$ cat src/rtl/seq_pkg.sv
// Shared definitions for the serial pattern transmitter and the sequence detectors it drives.
package seq_pkg;

  typedef enum logic [1:0] {
    ST_IDLE  = 2'b00,
    ST_SHIFT = 2'b01,
    ST_GAP   = 2'b10,
    ST_DONE  = 2'b11
  } seq_state_e;

  localparam logic [3:0] SEQ_DEFAULT_PATTERN  = 4'b0110;
  localparam logic       SEQ_DEFAULT_IDLE_LVL = 1'b1;

endpackage

$ cat src/rtl/pattern_shreg.sv
// WIDTH-bit load / shift-left register; msb is the serial tap. Load wins over shift.
module pattern_shreg #(
  parameter int WIDTH = 4
) (
  input  logic             clk,
  input  logic             reset,
  input  logic             load,
  input  logic             shift,
  input  logic [WIDTH-1:0] d,
  output logic             msb
);

  logic [WIDTH-1:0] shreg_q;

  // shift register state
  always_ff @(posedge clk) begin
    if (reset) begin
      shreg_q <= {WIDTH{1'b0}};
    end else if (load) begin
      shreg_q <= d;
    end else if (shift) begin
      shreg_q <= {shreg_q[WIDTH-2:0], 1'b0};
    end else begin
      shreg_q <= shreg_q;
    end
  end

  assign msb = shreg_q[WIDTH-1];

endmodule

$ cat src/rtl/seq_pattern_tx.sv
// Serial pattern transmitter: sends a latched pattern MSB-first repeat_cnt+1 times,
// optionally separated by one idle bit, then pulses done.
module seq_pattern_tx
  import seq_pkg::*;
#(
  parameter int   WIDTH    = 4,
  parameter int   CNT_W    = 4,
  parameter logic IDLE_LVL = SEQ_DEFAULT_IDLE_LVL
) (
  input  logic             clk,
  input  logic             reset,
  input  logic             start,
  input  logic [WIDTH-1:0] pattern,
  input  logic [CNT_W-1:0] repeat_cnt,
  input  logic             gap_en,
  input  logic             abort,
  output logic             q,
  output logic             valid,
  output logic             ready,
  output logic             done
);

  localparam int               BIT_W    = $clog2(WIDTH);
  localparam logic [BIT_W-1:0] BIT_LAST = BIT_W'(WIDTH - 1);
  localparam logic [BIT_W-1:0] BIT_ZERO = {BIT_W{1'b0}};
  localparam logic [CNT_W-1:0] REP_ZERO = {CNT_W{1'b0}};
  localparam logic [CNT_W-1:0] REP_ONE  = CNT_W'(1);

  seq_state_e       state_q, state_d;
  logic [WIDTH-1:0] pat_q, pat_d;
  logic [CNT_W-1:0] rep_q, rep_d;
  logic [BIT_W-1:0] bit_q, bit_d;
  logic             gap_q, gap_d;

  logic             sh_load;
  logic             sh_shift;
  logic [WIDTH-1:0] sh_d;
  logic             sh_msb;

  pattern_shreg #(
    .WIDTH (WIDTH)
  ) u_shreg (
    .clk   (clk),
    .reset (reset),
    .load  (sh_load),
    .shift (sh_shift),
    .d     (sh_d),
    .msb   (sh_msb)
  );

  // state and burst-parameter registers
  always_ff @(posedge clk) begin
    if (reset) begin
      state_q <= ST_IDLE;
      pat_q   <= {WIDTH{1'b0}};
      rep_q   <= REP_ZERO;
      bit_q   <= BIT_ZERO;
      gap_q   <= 1'b0;
    end else begin
      state_q <= state_d;
      pat_q   <= pat_d;
      rep_q   <= rep_d;
      bit_q   <= bit_d;
      gap_q   <= gap_d;
    end
  end

  // next-state, counters and shift-register control
  always_comb begin
    state_d  = state_q;
    pat_d    = pat_q;
    rep_d    = rep_q;
    bit_d    = bit_q;
    gap_d    = gap_q;
    sh_load  = 1'b0;
    sh_shift = 1'b0;
    sh_d     = pat_q;

    case (state_q)
      ST_IDLE: begin
        if (start) begin
          pat_d   = pattern;
          rep_d   = repeat_cnt;
          gap_d   = gap_en;
          bit_d   = BIT_LAST;
          sh_load = 1'b1;
          sh_d    = pattern;
          state_d = ST_SHIFT;
        end else begin
          state_d = ST_IDLE;
        end
      end
      ST_SHIFT: begin
        if (abort) begin
          state_d = ST_DONE;
        end else if (bit_q != BIT_ZERO) begin
          sh_shift = 1'b1;
          bit_d    = bit_q - BIT_W'(1);
        end else if (rep_q == REP_ZERO) begin
          state_d = ST_DONE;
        end else begin
          // last bit of a repetition: reload so the next pattern follows seamlessly
          rep_d   = rep_q - REP_ONE;
          bit_d   = BIT_LAST;
          sh_load = 1'b1;
          state_d = gap_q ? ST_GAP : ST_SHIFT;
        end
      end
      ST_GAP: begin
        if (abort) begin
          state_d = ST_DONE;
        end else begin
          state_d = ST_SHIFT;
        end
      end
      ST_DONE: begin
        state_d = ST_IDLE;
      end
      default: begin
        state_d = ST_IDLE;
      end
    endcase
  end

  // Moore output decode from state and the shift register tap
  always_comb begin
    q     = IDLE_LVL;
    valid = 1'b0;
    ready = 1'b0;
    done  = 1'b0;
    case (state_q)
      ST_IDLE: begin
        ready = 1'b1;
      end
      ST_SHIFT: begin
        q     = sh_msb;
        valid = 1'b1;
      end
      ST_GAP: begin
        q = IDLE_LVL;
      end
      ST_DONE: begin
        done = 1'b1;
      end
      default: begin
        q = IDLE_LVL;
      end
    endcase
  end

endmodule

$ cat config.mk
export PLATFORM = sky130hd
export DESIGN_NAME = seq_pattern_tx
export DESIGN_NICKNAME = d
export VERILOG_FILES = /design/src/rtl/seq_pkg.sv /design/src/rtl/pattern_shreg.sv /design/src/rtl/seq_pattern_tx.sv
export SDC_FILE = /design/constraint.sdc
export NUM_CORES = 1
export LEC_CHECK = 0
export BUFFER_PORTS_ARGS = -buffer_cell sky130_fd_sc_hd__buf_2
export CAP_MARGIN = 20
export CORE_MARGIN = 2
export CORE_UTILIZATION = 45
export DETAILED_ROUTE_END_ITERATION = 7
export PLACE_DENSITY = 0.69
export SKIP_CTS_REPAIR_TIMING = 1
export SYNTH_ARGS = -nofsm -noshare
export SYNTH_HDL_FRONTEND = slang
export SYNTH_SLANG_ARGS = --single-unit
$ cat constraint.sdc
create_clock -name clk -period 2.05 [get_ports clk]
set_input_delay 0.1025 -clock clk [delete_from_list [all_inputs] [get_ports clk]]
set_output_delay 0.1025 -clock clk [all_outputs]
set_load 0.05 [all_outputs]
==> impl_metrics.env <==
export IMPL_run_status="finished clean"
export IMPL_grt_ovfl_total=0
export IMPL_ios=17
export IMPL_grt_pass1_wl_microns=3153
export IMPL_ir_drop_v=0.0004529
export IMPL_endpoint_kind="register"
export IMPL_maxCapViolCount=0
export IMPL_period_share_pct=87.02
export IMPL_area_growth_pct=13.99
export IMPL_p_leak_nw=0.4122
export IMPL_num_antenna_cells=0
export IMPL_cts_htree_levels=1
export IMPL_async_flop_share_pct=0
export IMPL_power_frac_seq_pct=44.2
export IMPL_dpl_hpwl_microns=1357
export IMPL_clk_path_buf_depth=2
export IMPL_skew_ns=0.001645
export IMPL_cts_sinks=17
export IMPL_die_h_microns=48.59
export IMPL_routedWlPerCell_microns=12.23
export IMPL_comb_power_share_pct=36.2
export IMPL_reg2reg_slack_ns=0.27
export IMPL_syn_inst=104
export IMPL_antenna_found_initial=0
export IMPL_p_clk_share_pct=19.6
export IMPL_numPlacedInstances=143
export IMPL_critPathKind="reg -> reg"
export IMPL_coreArea_sq_mm=0.001922
export IMPL_required_ns=2.26
export IMPL_wirelength_microns=1798
export IMPL_numPortBuffers=16
export IMPL_drcViolationCount=0
export IMPL_hold_class="in -> reg"
export IMPL_relSlewSlack_pct=65.67
export IMPL_hold_violations=0
export IMPL_worst_pin_slew_ns=0.5132
export IMPL_ys_types=36
export IMPL_synth_avg_cell_area_sq_um=8.602
export IMPL_synth_ff_type="dfxtp_1"
export IMPL_drv_slew=0
export IMPL_drive_above_1_share_pct=25.00
export IMPL_drtIter0Drc=11
export IMPL_crit_arrival_ns=1.99
export IMPL_start_kind="register"
export IMPL_synth_nets=119
export IMPL_tns_ns=0
export IMPL_rows=16
export IMPL_rr_worst_depth=6
export IMPL_start_util_pct=46.55
export IMPL_ys_ff_latch=17
export IMPL_grt_max_degree=18
export IMPL_worstReg2RegEnd="rep_q[0]$_SDFFE_PP0P_"
export IMPL_insertion_delay_ns=0.29
export IMPL_power_internal_mw=0.5657
export IMPL_via_per_inst=5.435
export IMPL_grt_pass1_vias=746
export IMPL_fin_crit_ns=1.784
export IMPL_die_w_microns=48.59
export IMPL_rsz0062_at_grt="false"
export IMPL_rr_startpoint="rep_q[0]$_SDFFE_PP0P_"
export IMPL_clkTransAtPathRegs_ns=0.10
export IMPL_synth_edf_count=0
export IMPL_setup_viol=0
export IMPL_dieArea_sq_mm=0.002361
export IMPL_dr_pass1_iters=4
export IMPL_powerDensity_mw_per_mm2=893.9
export IMPL_grt_usage_pct=16.75
export IMPL_route_vias_total=799
export IMPL_worstSetupEndpoint="rep_q[0]$_SDFFE_PP0P_"
export IMPL_cts_root_buf="clkbuf_4"
export IMPL_gp_congestion=0.7507
export IMPL_final_nets=136
export IMPL_stdcell_count=147
export IMPL_synth_area_sq_um=894.6
export IMPL_synth_seq_area_share_pct=38.04
export IMPL_p_sw_mw=0.3458
export IMPL_startpoint="rep_q[0]$_SDFFE_PP0P_"
export IMPL_fmax_mhz=560.6
export IMPL_cts_tree="done"
export IMPL_yosysWarningCount=0
export IMPL_critPathMaxFanout=7
export IMPL_postRouteAntennaNets=0
export IMPL_p_total_mw=0.9115
export IMPL_fillers=220
export IMPL_power_share_switching_pct=37.94
export IMPL_cts_buffers=3
cells by family after synthesis:
group                    share of synthesized area [%]
AND/OR/NAND/NOR                                  26.01
adder cells (fa/ha/maj)                          2.797
buffers and inverters                            5.595
AO/OA/AOI/OAI                                    27.55
flip-flops                                       38.04
power by group through the flow:
stage / clock network (mW) / registers, mW / logic [mW]
after global routing: 0.205 / 0.411 / 0.363
after detailed placement: 0 / 0.411 / 0.329
after floorplan: 0 / 0.403 / 0.268
final: 0.178 / 0.403 / 0.330
after global placement: 0 / 0.409 / 0.324
after CTS: 0.186 / 0.403 / 0.331
synth_stat cells (all sizes together) (2+ instances only):
| cell type | number | area, sq um |
|---|---|---|
| o21ai | 4 | 23.77 |
| nor3 | 4 | 25.02 |
| ha | 2 | 25.02 |
| buf | 3 | 16.26 |
| nor3b | 4 | 35.03 |
| dfxtp | 17 | 340.3 |
| a21oi | 10 | 50.05 |
| a22oi | 3 | 22.52 |
| a211oi | 2 | 20.02 |
| clkbuf | 2 | 7.510 |
| a31oi | 3 | 18.77 |
| nor2 | 7 | 26.28 |
| inv | 7 | 26.28 |
| and2 | 3 | 18.77 |
| nand2b | 2 | 20.02 |
| nand2 | 18 | 67.56 |
registers in the layout, summed over array words and instances (netlist names):
register / count
pat_q: 4
rep_q: 4
u_shreg.shreg_q: 4
bit_q: 2
state_q: 2
gap_q: 1
cell usage in the layout (no fill, tap or decap), types with 2 or more instances in the layout:
master and count:
inv_1 7, clkbuf_4 3, nor3b_1 3, nor2_1 7
ha_1 2, and2_1 3, a31oi_1 3, nand2_1 18
nor3_1 3, dfxtp_1 17, a21oi_1 10, buf_2 16
o21ai_0 3, a22oi_1 3
per-stage QoR:
| step | setup WS (ns) | util [%] | hold slack [ns] | instance area, sq um |
|---|---|---|---|---|
| finish | 0.2661 | 53.06 | 0.05524 | 1020 |
| detailed placement | 0.2849 | 51.63 | 0.3637 | 992.2 |
| CTS | 0.2581 | 53.06 | 0.04851 | 1020 |
| global placement | 0.3876 | 51.63 | 0.3642 | 992.2 |
| global route | 0.1137 | 53.06 | 0.05189 | 1020 |
| floorplan | 0.3889 | - | 0.2385 | 894.6 |
metal layers:
layer	track usage, %	routed length, microns	up-vias
li1	-	-	403
met1	21.79	849	378
met2	28.01	869	16
met3	3.086	67	2
met4	5.714	12	0
met5	0	0	-
critical path: stages (launching register included):
cell      delay (ns)
dfxtp_1         0.34
inv_1           0.08
ha_1            0.24
nor3b_2         0.21
o41ai_4         0.44
o21ai_2         0.12
a221oi_2        0.28
how the worst min path moves through the flow:
stage | to | start | depth (start not counted) | slack (ns)
6_report | gap_q$_SDFFE_PP0P_ | gap_en | 3 | 0.06
5_1_grt | gap_q$_SDFFE_PP0P_ | gap_en | 3 | 0.05
4_1_cts | gap_q$_SDFFE_PP0P_ | gap_en | 3 | 0.05
3_5_place_dp | gap_q$_SDFFE_PP0P_ | gap_en | 3 | 0.36
3_3_place_gp | gap_q$_SDFFE_PP0P_ | gap_en | 3 | 0.36
2_1_floorplan | gap_q$_SDFFE_PP0P_ | gap_en | 2 | 0.24
area by class of cell:
class | count | area [sq um] | area share, %
tap | 27 | 33.78 | 3.313
inverter | 7 | 26.28 | 2.577
sequential | 17 | 340.3 | 33.37
clock buffer | 3 | 22.52 | 2.209
clock inverter | 1 | 5.005 | 0.4908
multi-input combinational | 75 | 504.2 | 49.45
timing repair buffer | 17 | 87.58 | 8.589
(Power assumes the default switching activity.)
